===== config.mk =====
export PLATFORM = sky130hd
export DESIGN_NAME = bus_arbiter
export DESIGN_NICKNAME = d
export VERILOG_FILES = /design/src/rtl/bus_arbiter.sv
export SDC_FILE = /design/constraint.sdc
export NUM_CORES = 1
export LEC_CHECK = 0
export ABC_AREA = 1
export BUFFER_PORTS_ARGS = -buffer_cell sky130_fd_sc_hd__buf_2
export CAP_MARGIN = 30
export CORE_AREA = 2 2 39 41
export CTS_CLUSTER_SIZE = 8
export DETAILED_ROUTE_END_ITERATION = 8
export DIE_AREA = 0 0 41 43
export GPL_ROUTABILITY_DRIVEN = 1
export PLACE_DENSITY_LB_ADDON = 0.3
export RECOVER_POWER = 50
export SLEW_MARGIN = 20
export SYNTH_ARGS = -nofsm -noshare
export SYNTH_HDL_FRONTEND = slang
export SYNTH_SLANG_ARGS = --single-unit

===== constraint.sdc =====
create_clock -name clk -period 4.25 [get_ports clk]
set_input_delay 1.275 -clock clk [delete_from_list [all_inputs] [get_ports clk]]
set_output_delay 1.275 -clock clk [all_outputs]
set_load 0.02 [all_outputs]

===== src/rtl/bus_arbiter.sv =====
// Round-robin arbiter for four active-low bus masters; exactly one active-low grant at all times.
// Optional owner preemption after TIMEOUT_CYCLES held cycles when BUS_ARB_TIMEOUT_EN is defined.
module bus_arbiter #(
  parameter int unsigned TIMEOUT_CYCLES = 16
) (
  input  logic       clk,
  input  logic       reset_,
  input  logic       m0Req_,
  input  logic       m1Req_,
  input  logic       m2Req_,
  input  logic       m3Req_,
  output logic       m0Grnt_,
  output logic       m1Grnt_,
  output logic       m2Grnt_,
  output logic       m3Grnt_,
  output logic [1:0] owner
);

  if (TIMEOUT_CYCLES < 2 || TIMEOUT_CYCLES > 255) begin : gen_bad_timeout
    $error("TIMEOUT_CYCLES must be in 2..255");
  end

  logic [3:0] req;
  logic [1:0] owner_q, owner_d;
  logic [1:0] next_req;
  logic [1:0] idx;
  logic       own_req;
  logic       others_req;
  logic       rotate;

  assign req = ~{m3Req_, m2Req_, m1Req_, m0Req_};

  // Search owner+1, owner+2, owner+3; descending loop so the nearest requester wins.
  always_comb begin
    own_req    = req[owner_q];
    others_req = |(req & ~(4'b0001 << owner_q));
    next_req   = owner_q;
    idx        = owner_q;
    for (int i = 3; i >= 1; i--) begin
      idx = owner_q + 2'(i);
      if (req[idx]) begin
        next_req = idx;
      end
    end
  end

`ifdef BUS_ARB_TIMEOUT_EN
  logic [7:0] hold_cnt_q, hold_cnt_d;
  logic       timeout;

  assign timeout = own_req && others_req && (hold_cnt_q == 8'(TIMEOUT_CYCLES - 1));
  assign rotate  = others_req && (!own_req || timeout);

  always_comb begin
    hold_cnt_d = hold_cnt_q;
    if (owner_d != owner_q || !others_req) begin
      hold_cnt_d = 8'd0;
    end else if (own_req && hold_cnt_q != 8'hff) begin
      hold_cnt_d = hold_cnt_q + 8'd1;
    end
  end

  always_ff @(posedge clk or negedge reset_) begin
    if (!reset_) begin
      hold_cnt_q <= 8'd0;
    end else begin
      hold_cnt_q <= hold_cnt_d;
    end
  end
`else
  assign rotate = others_req && !own_req;
`endif

  always_comb begin
    owner_d = owner_q;
    if (rotate) begin
      owner_d = next_req;
    end
  end

  always_ff @(posedge clk or negedge reset_) begin
    if (!reset_) begin
      owner_q <= 2'd0;
    end else begin
      owner_q <= owner_d;
    end
  end

  // Grants decode straight from the owner flop: no request-to-grant combinational path.
  assign m0Grnt_ = (owner_q != 2'd0);
  assign m1Grnt_ = (owner_q != 2'd1);
  assign m2Grnt_ = (owner_q != 2'd2);
  assign m3Grnt_ = (owner_q != 2'd3);
  assign owner   = owner_q;

endmodule


### Word-level counts from Yosys, hierarchy flattened

Index checks and enable logic that the tools add are counted.

| cells by class | value |
|---|---|
| add/sub/neg operators | 3 |
| reductions and logical operators | 6 |
| muxes and demuxes | 11 |
| bitwise logic cells | 3 |
| $lt $le $gt $ge | 4 |
| shift operators | 1 |
| equality and inequality tests | 3 |

Operator list:

| kind | number |
|---|---|
| 2-bit by 3-bit less-than comparator with 1-bit output (second input constant) | 4 |
| 1-bit binary-select mux with 2-bit select | 4 |
| 4-bit inverter | 2 |
| 2-bit 2-to-1 mux | 3 |
| 2-bit adder (second input constant) | 2 |
| 4-bit AND | 1 |
| 1-bit 2-to-1 mux | 4 |
| 2-bit != test (second input constant) | 2 |
| 4-bit OR reduction | 1 |
| 1-bit by 2-bit left shift with 4-bit output (first input constant) | 1 |
| 3-bit nonzero test | 1 |
| 2-bit by 1-bit adder with 2-bit output (second input constant) | 1 |
| 2-bit by 1-bit != test with 1-bit output (second input constant) | 1 |
| 2-bit AND reduction | 1 |
| 2-bit nonzero test | 1 |
| 1-bit logical AND | 1 |
| 1-bit zero test | 1 |

| word-level totals | value |
|---|---|
| input bits | 6 |
| bits in registers | 2 |
| logic and storage cells | 32 |
| output and inout port bits | 6 |

### Depth between registers and ports, before layout

| depth | value |
|---|---|
| depth after elaboration | 6 |
| mapped depth | 11 |
| mapped depth without buffers | 10 |

### Least setup slack after synthesis

No wires, ideal clock.

| timing | value |
|---|---|
| kind | register -> output |
| from | register owner_q[0] (netlist: owner[0]) |
| to | output port m0Grnt_ |
| buffers on the path | 1 |
| stages on the path, launching flop included | 5 |
| setup slack | 1.928 ns |
| arrival | 1.047 ns |
| cells stage by stage | dfrtp_1 -> buf_6 -> inv_6 -> ha_1 -> inv_1 |

| between the ends | value |
|---|---|
| word-level cells in the longest chain between the ends | 1 |

RTL lines:

| item | RTL line | text |
|---|---|---|
| start, declared | 24 | `logic [1:0] owner_q, owner_d;` |
| start signal, assigned | 85 | `owner_q <= owner_d;` |
| 2-bit nonzero test | 90 | `assign m0Grnt_ = (owner_q != 2'd0);` |
| end, declared | 12 | `output logic m0Grnt_,` |

No other way between the ends.

### Final worst setup path

| timing | value |
|---|---|
| from | register owner_q[0] (netlist: owner[0]) |
| to | output port m2Grnt_ |

| between the ends | value |
|---|---|
| word-level cells in the longest chain between the ends | 1 |

RTL lines:

| item | RTL line | text |
|---|---|---|
| 2-bit != test | 92 | `assign m2Grnt_ = (owner_q != 2'd2);` |
| end, declared | 14 | `output logic m2Grnt_,` |

No other way between the ends.

==> summary.txt <==
CTS
  – Root buffer selected by CTS: sky130_fd_sc_hd__clkbuf_4
  – Number of levels in the clock H-tree: 1
  – Resized Gates After CTS: 0
  – Post-CTS repair timing setup buffer count: 0
  – Number of buffers inserted during clock tree synthesis: 3
  – Hold buffers post-CTS: 0
  – CTS sink cnt: 2
  – Clock tree from TritonCTS: built
  – Insertion delay of the later-clocked pin in the worst-skew pair: about 0.22 ns
  – Maximum buffer depth of the clock tree: 2
  – Clk pin slew, worst setup/hold paths: 0.03 ns

Worst setup path
  – Worst R2R Path Depth: 10
  – Worst flop-to-flop path endpoint: owner[0]
  – Source of the worst register-to-register timing path: owner[0]
  – CP endpoint kind: output pin
  – Arrival time of the worst setup path: 1.36 ns
  – Crit start category: flop
  – Worst R2R Setup Slack: 2.57 ns
  – Slowest cell on the critical path: sky130_fd_sc_hd__dfrtp_1
  – Worst EP required: 2.97 ns
  – Crit Path Max Fanout: 11
  – Cell class contributing the biggest share of worst-path delay: flip-flops
  – Critical path class: flop to output pin
  – Crit-path cells: inv_6, ha_1, inv_1, buf_2
  – Critical Path Max Stage Delay: 0.62 ns
  – Buffers & Inverters on Critical Path: 3

STA
  – Final count of negative-setup-slack endpoints: 0
  – Final count of hold timing violations: 0
  – Worst slew pin tran: around 0.46 ns
  – Fin Setup TNS: 0 ns
  – Highest clock frequency the design can meet: 380 MHz
  – Rel. slew slack: 0.691
  – RSZ-0062 raised after global routing: false
  – Shortest clock period the worst path allows after layout: approximately 2.6 ns
  – Count of final max-slew check failures: 0
  – Portion of the clock cycle consumed by the worst path in the final layout: 0.619
  – Setup skew after layout: 0.00195 ns

Synthesis
  – Cell area after technology mapping: 374 um2
  – Sequential element share of the synthesized area: 0.134
  – Netlist cell types: 14
  – #FFs+latches synth: 2
  – Top cells by area in the synthesized netlist: sky130_fd_sc_hd__nand2_1, sky130_fd_sc_hd__dfrtp_1, sky130_fd_sc_hd__ha_1
  – Synth Instances: between 60 and 70
  – Share of the synthesized area in the top cell type: 0.201
  – Syn. warnings: 0
  – Syn Nets: 73
  – Biggest area consumer among synthesized cells: sky130_fd_sc_hd__nand2_1
  – Average footprint of a synthesized cell: a little under 6 um2

Finish
  – Flip-flop count of the largest register after layout: 2
  – Commonest non-fill, non-tap cells in the layout: sky130_fd_sc_hd__nand2_1, sky130_fd_sc_hd__inv_1, sky130_fd_sc_hd__buf_2, sky130_fd_sc_hd__nand3_1, sky130_fd_sc_hd__nor2_1
  – Number of antenna repair diodes: 0
  – Share of cells above drive strength 1: 0.289
  – Most common cell after layout, fill and taps aside: sky130_fd_sc_hd__nand2_1
  – # nets final: 88
  – Area growth from synthesis to layout: 21.7%

Detailed routing
  – DRC violations left: 0
  – Total via count in the routed design: slightly below 400
  – Drt pass-1 iters: 4
  – Average wire per cell in the routed design: 9.00 um
  – Antenna-violating nets left: 0
  – DRT iter0 DRCs: 4
  – Avg Vias per Cell: 4.24
  – Post-detailed-routing wire length: about 830 um

Global routing
  – Via count of the first global-routing pass: approximately 360
  – Global-route wire length before repair: roughly 1.4 mm
  – Overflow left after global routing: 0
  – Pin count of the biggest net entering global routing: 12
  – Total routing usage reported by global routing: 0.123
  – Initial antenna violation count: 0

Run
  – Max-Cap Viols: 0

Floorplanning
  – Vertical extent of the die: 43 um
  – Die footprint: 1760 um2
  – I/O pin cnt: 12
  – Die width: approximately 41 um
  – Core Rows: 14
  – Placeable Area: 1380 um2
  – Initial core utilization: 0.270

Power
  – Switching power: 0.223 mW
  – Sequential power share: 0.151
  – Power per cell area: between 800 and 900 nW/um2
  – P_int: 0.161 mW
  – P_leak: 0.271 nW
  – Logic pwr share: 0.739
  – Clk pwr share: 0.109
  – Switching share of power: 0.581
  – IR Drop Worst-Case VDD: 0.392 mV
  – Tot Pwr: a little under 0.4 mW

Min path
  – Count of cells along the worst hold path: 2
  – HP Class: flop to flop
  – Launch instance of the worst min-delay path: owner[1]
  – Worst min-delay path endpoint: owner[1]

Placed design
  – HPWL after detailed placement: 670 um
  – Final Wtd Congestion: 0.812
  – IO Port Bufs: 11

Outcome
  – Status: finished, final reports clean
## per-layer routing
layer,global-route usage,wire (um),part of all wire,vias to the layer above
met4,0.120,0,0,0
met5,0,0,0,-
met3,0.0314,55,0.066,0
met1,0.151,370,0.45,163
li1,-,-,-,215
met2,0.163,402,0.49,12
## cell type report
type                    count  area, um2
inverters                  13       53.8
repair buffers             11       52.6
clock buffers               3       22.5
fillers                   164        928
multi-input cells          47        256
flip-flops and latches      2       50.0
well taps                  16       20.0
## how the worst max path moves through the flow
stage	from	cells after the start	slack (ns)	endpoint
finish	owner[0]	4	1.62	m2Grnt_
global route	owner[0]	4	1.52	m2Grnt_
CTS	owner[0]	4	1.60	m2Grnt_
detailed placement	owner[0]	4	1.85	m0Grnt_
global placement	owner[0]	4	1.84	m2Grnt_
floorplan	owner[0]	4	1.93	m0Grnt_
## worst min-delay path: stages (launching register included)
cell,delay [ns]
sky130_fd_sc_hd__dfrtp_1,0.46
sky130_fd_sc_hd__nand2_1,0.10
sky130_fd_sc_hd__nand2_1,0.05
## stage by stage
stage / setup slack, ns / std cells / hold slack (ns) / instance area, um2 / utilization
floorplan: 1.93 / 63 / 0.680 / 374 / -
global placement: 1.84 / 89 / 0.631 / 438 / 0.316
CTS: 1.60 / 92 / 0.663 / 460 / 0.333
global route: 1.52 / 92 / 0.688 / 455 / 0.329
finish: 1.62 / 92 / 0.659 / 455 / 0.329
detailed placement: 1.85 / 89 / 0.656 / 438 / 0.316
## cell usage after synthesis
cell	instances
sky130_fd_sc_hd__nand3_2	2
sky130_fd_sc_hd__inv_1	10
sky130_fd_sc_hd__buf_6	1
sky130_fd_sc_hd__nand2_4	1
sky130_fd_sc_hd__nand2_2	5
sky130_fd_sc_hd__a21oi_2	1
sky130_fd_sc_hd__nor2_1	6
sky130_fd_sc_hd__inv_6	1
sky130_fd_sc_hd__nand2_1	20
sky130_fd_sc_hd__nand3_1	7
sky130_fd_sc_hd__dfrtp_1	2
sky130_fd_sc_hd__ha_1	4
sky130_fd_sc_hd__a21oi_1	1
sky130_fd_sc_hd__inv_2	2
## logic make-up (layout without fill, tap and decap cells)
| group | count (synthesis) | count (layout) | share of synthesized area |
|---|---|---|---|
| simple gates | 41 | 41 | 0.522 |
| buf+inv | 14 | 27 | 0.174 |
| fa+ha+maj | 4 | 4 | 0.134 |
| compound gates | 2 | 2 | 0.0368 |
| flops | 2 | 2 | 0.134 |
## power by group through the flow
stage | combinational (mW) | clock [mW] | sequential [mW]
3_5_place_dp | 0.292 | 0 | 0.0585
5_1_grt | 0.325 | 0.0454 | 0.0614
3_3_place_gp | 0.295 | 0 | 0.0578
2_1_floorplan | 0.237 | 0 | 0.0540
6_report | 0.284 | 0.0421 | 0.0582
4_1_cts | 0.294 | 0.0460 | 0.0585
Note: power is estimated with default switching activity, not from simulation.
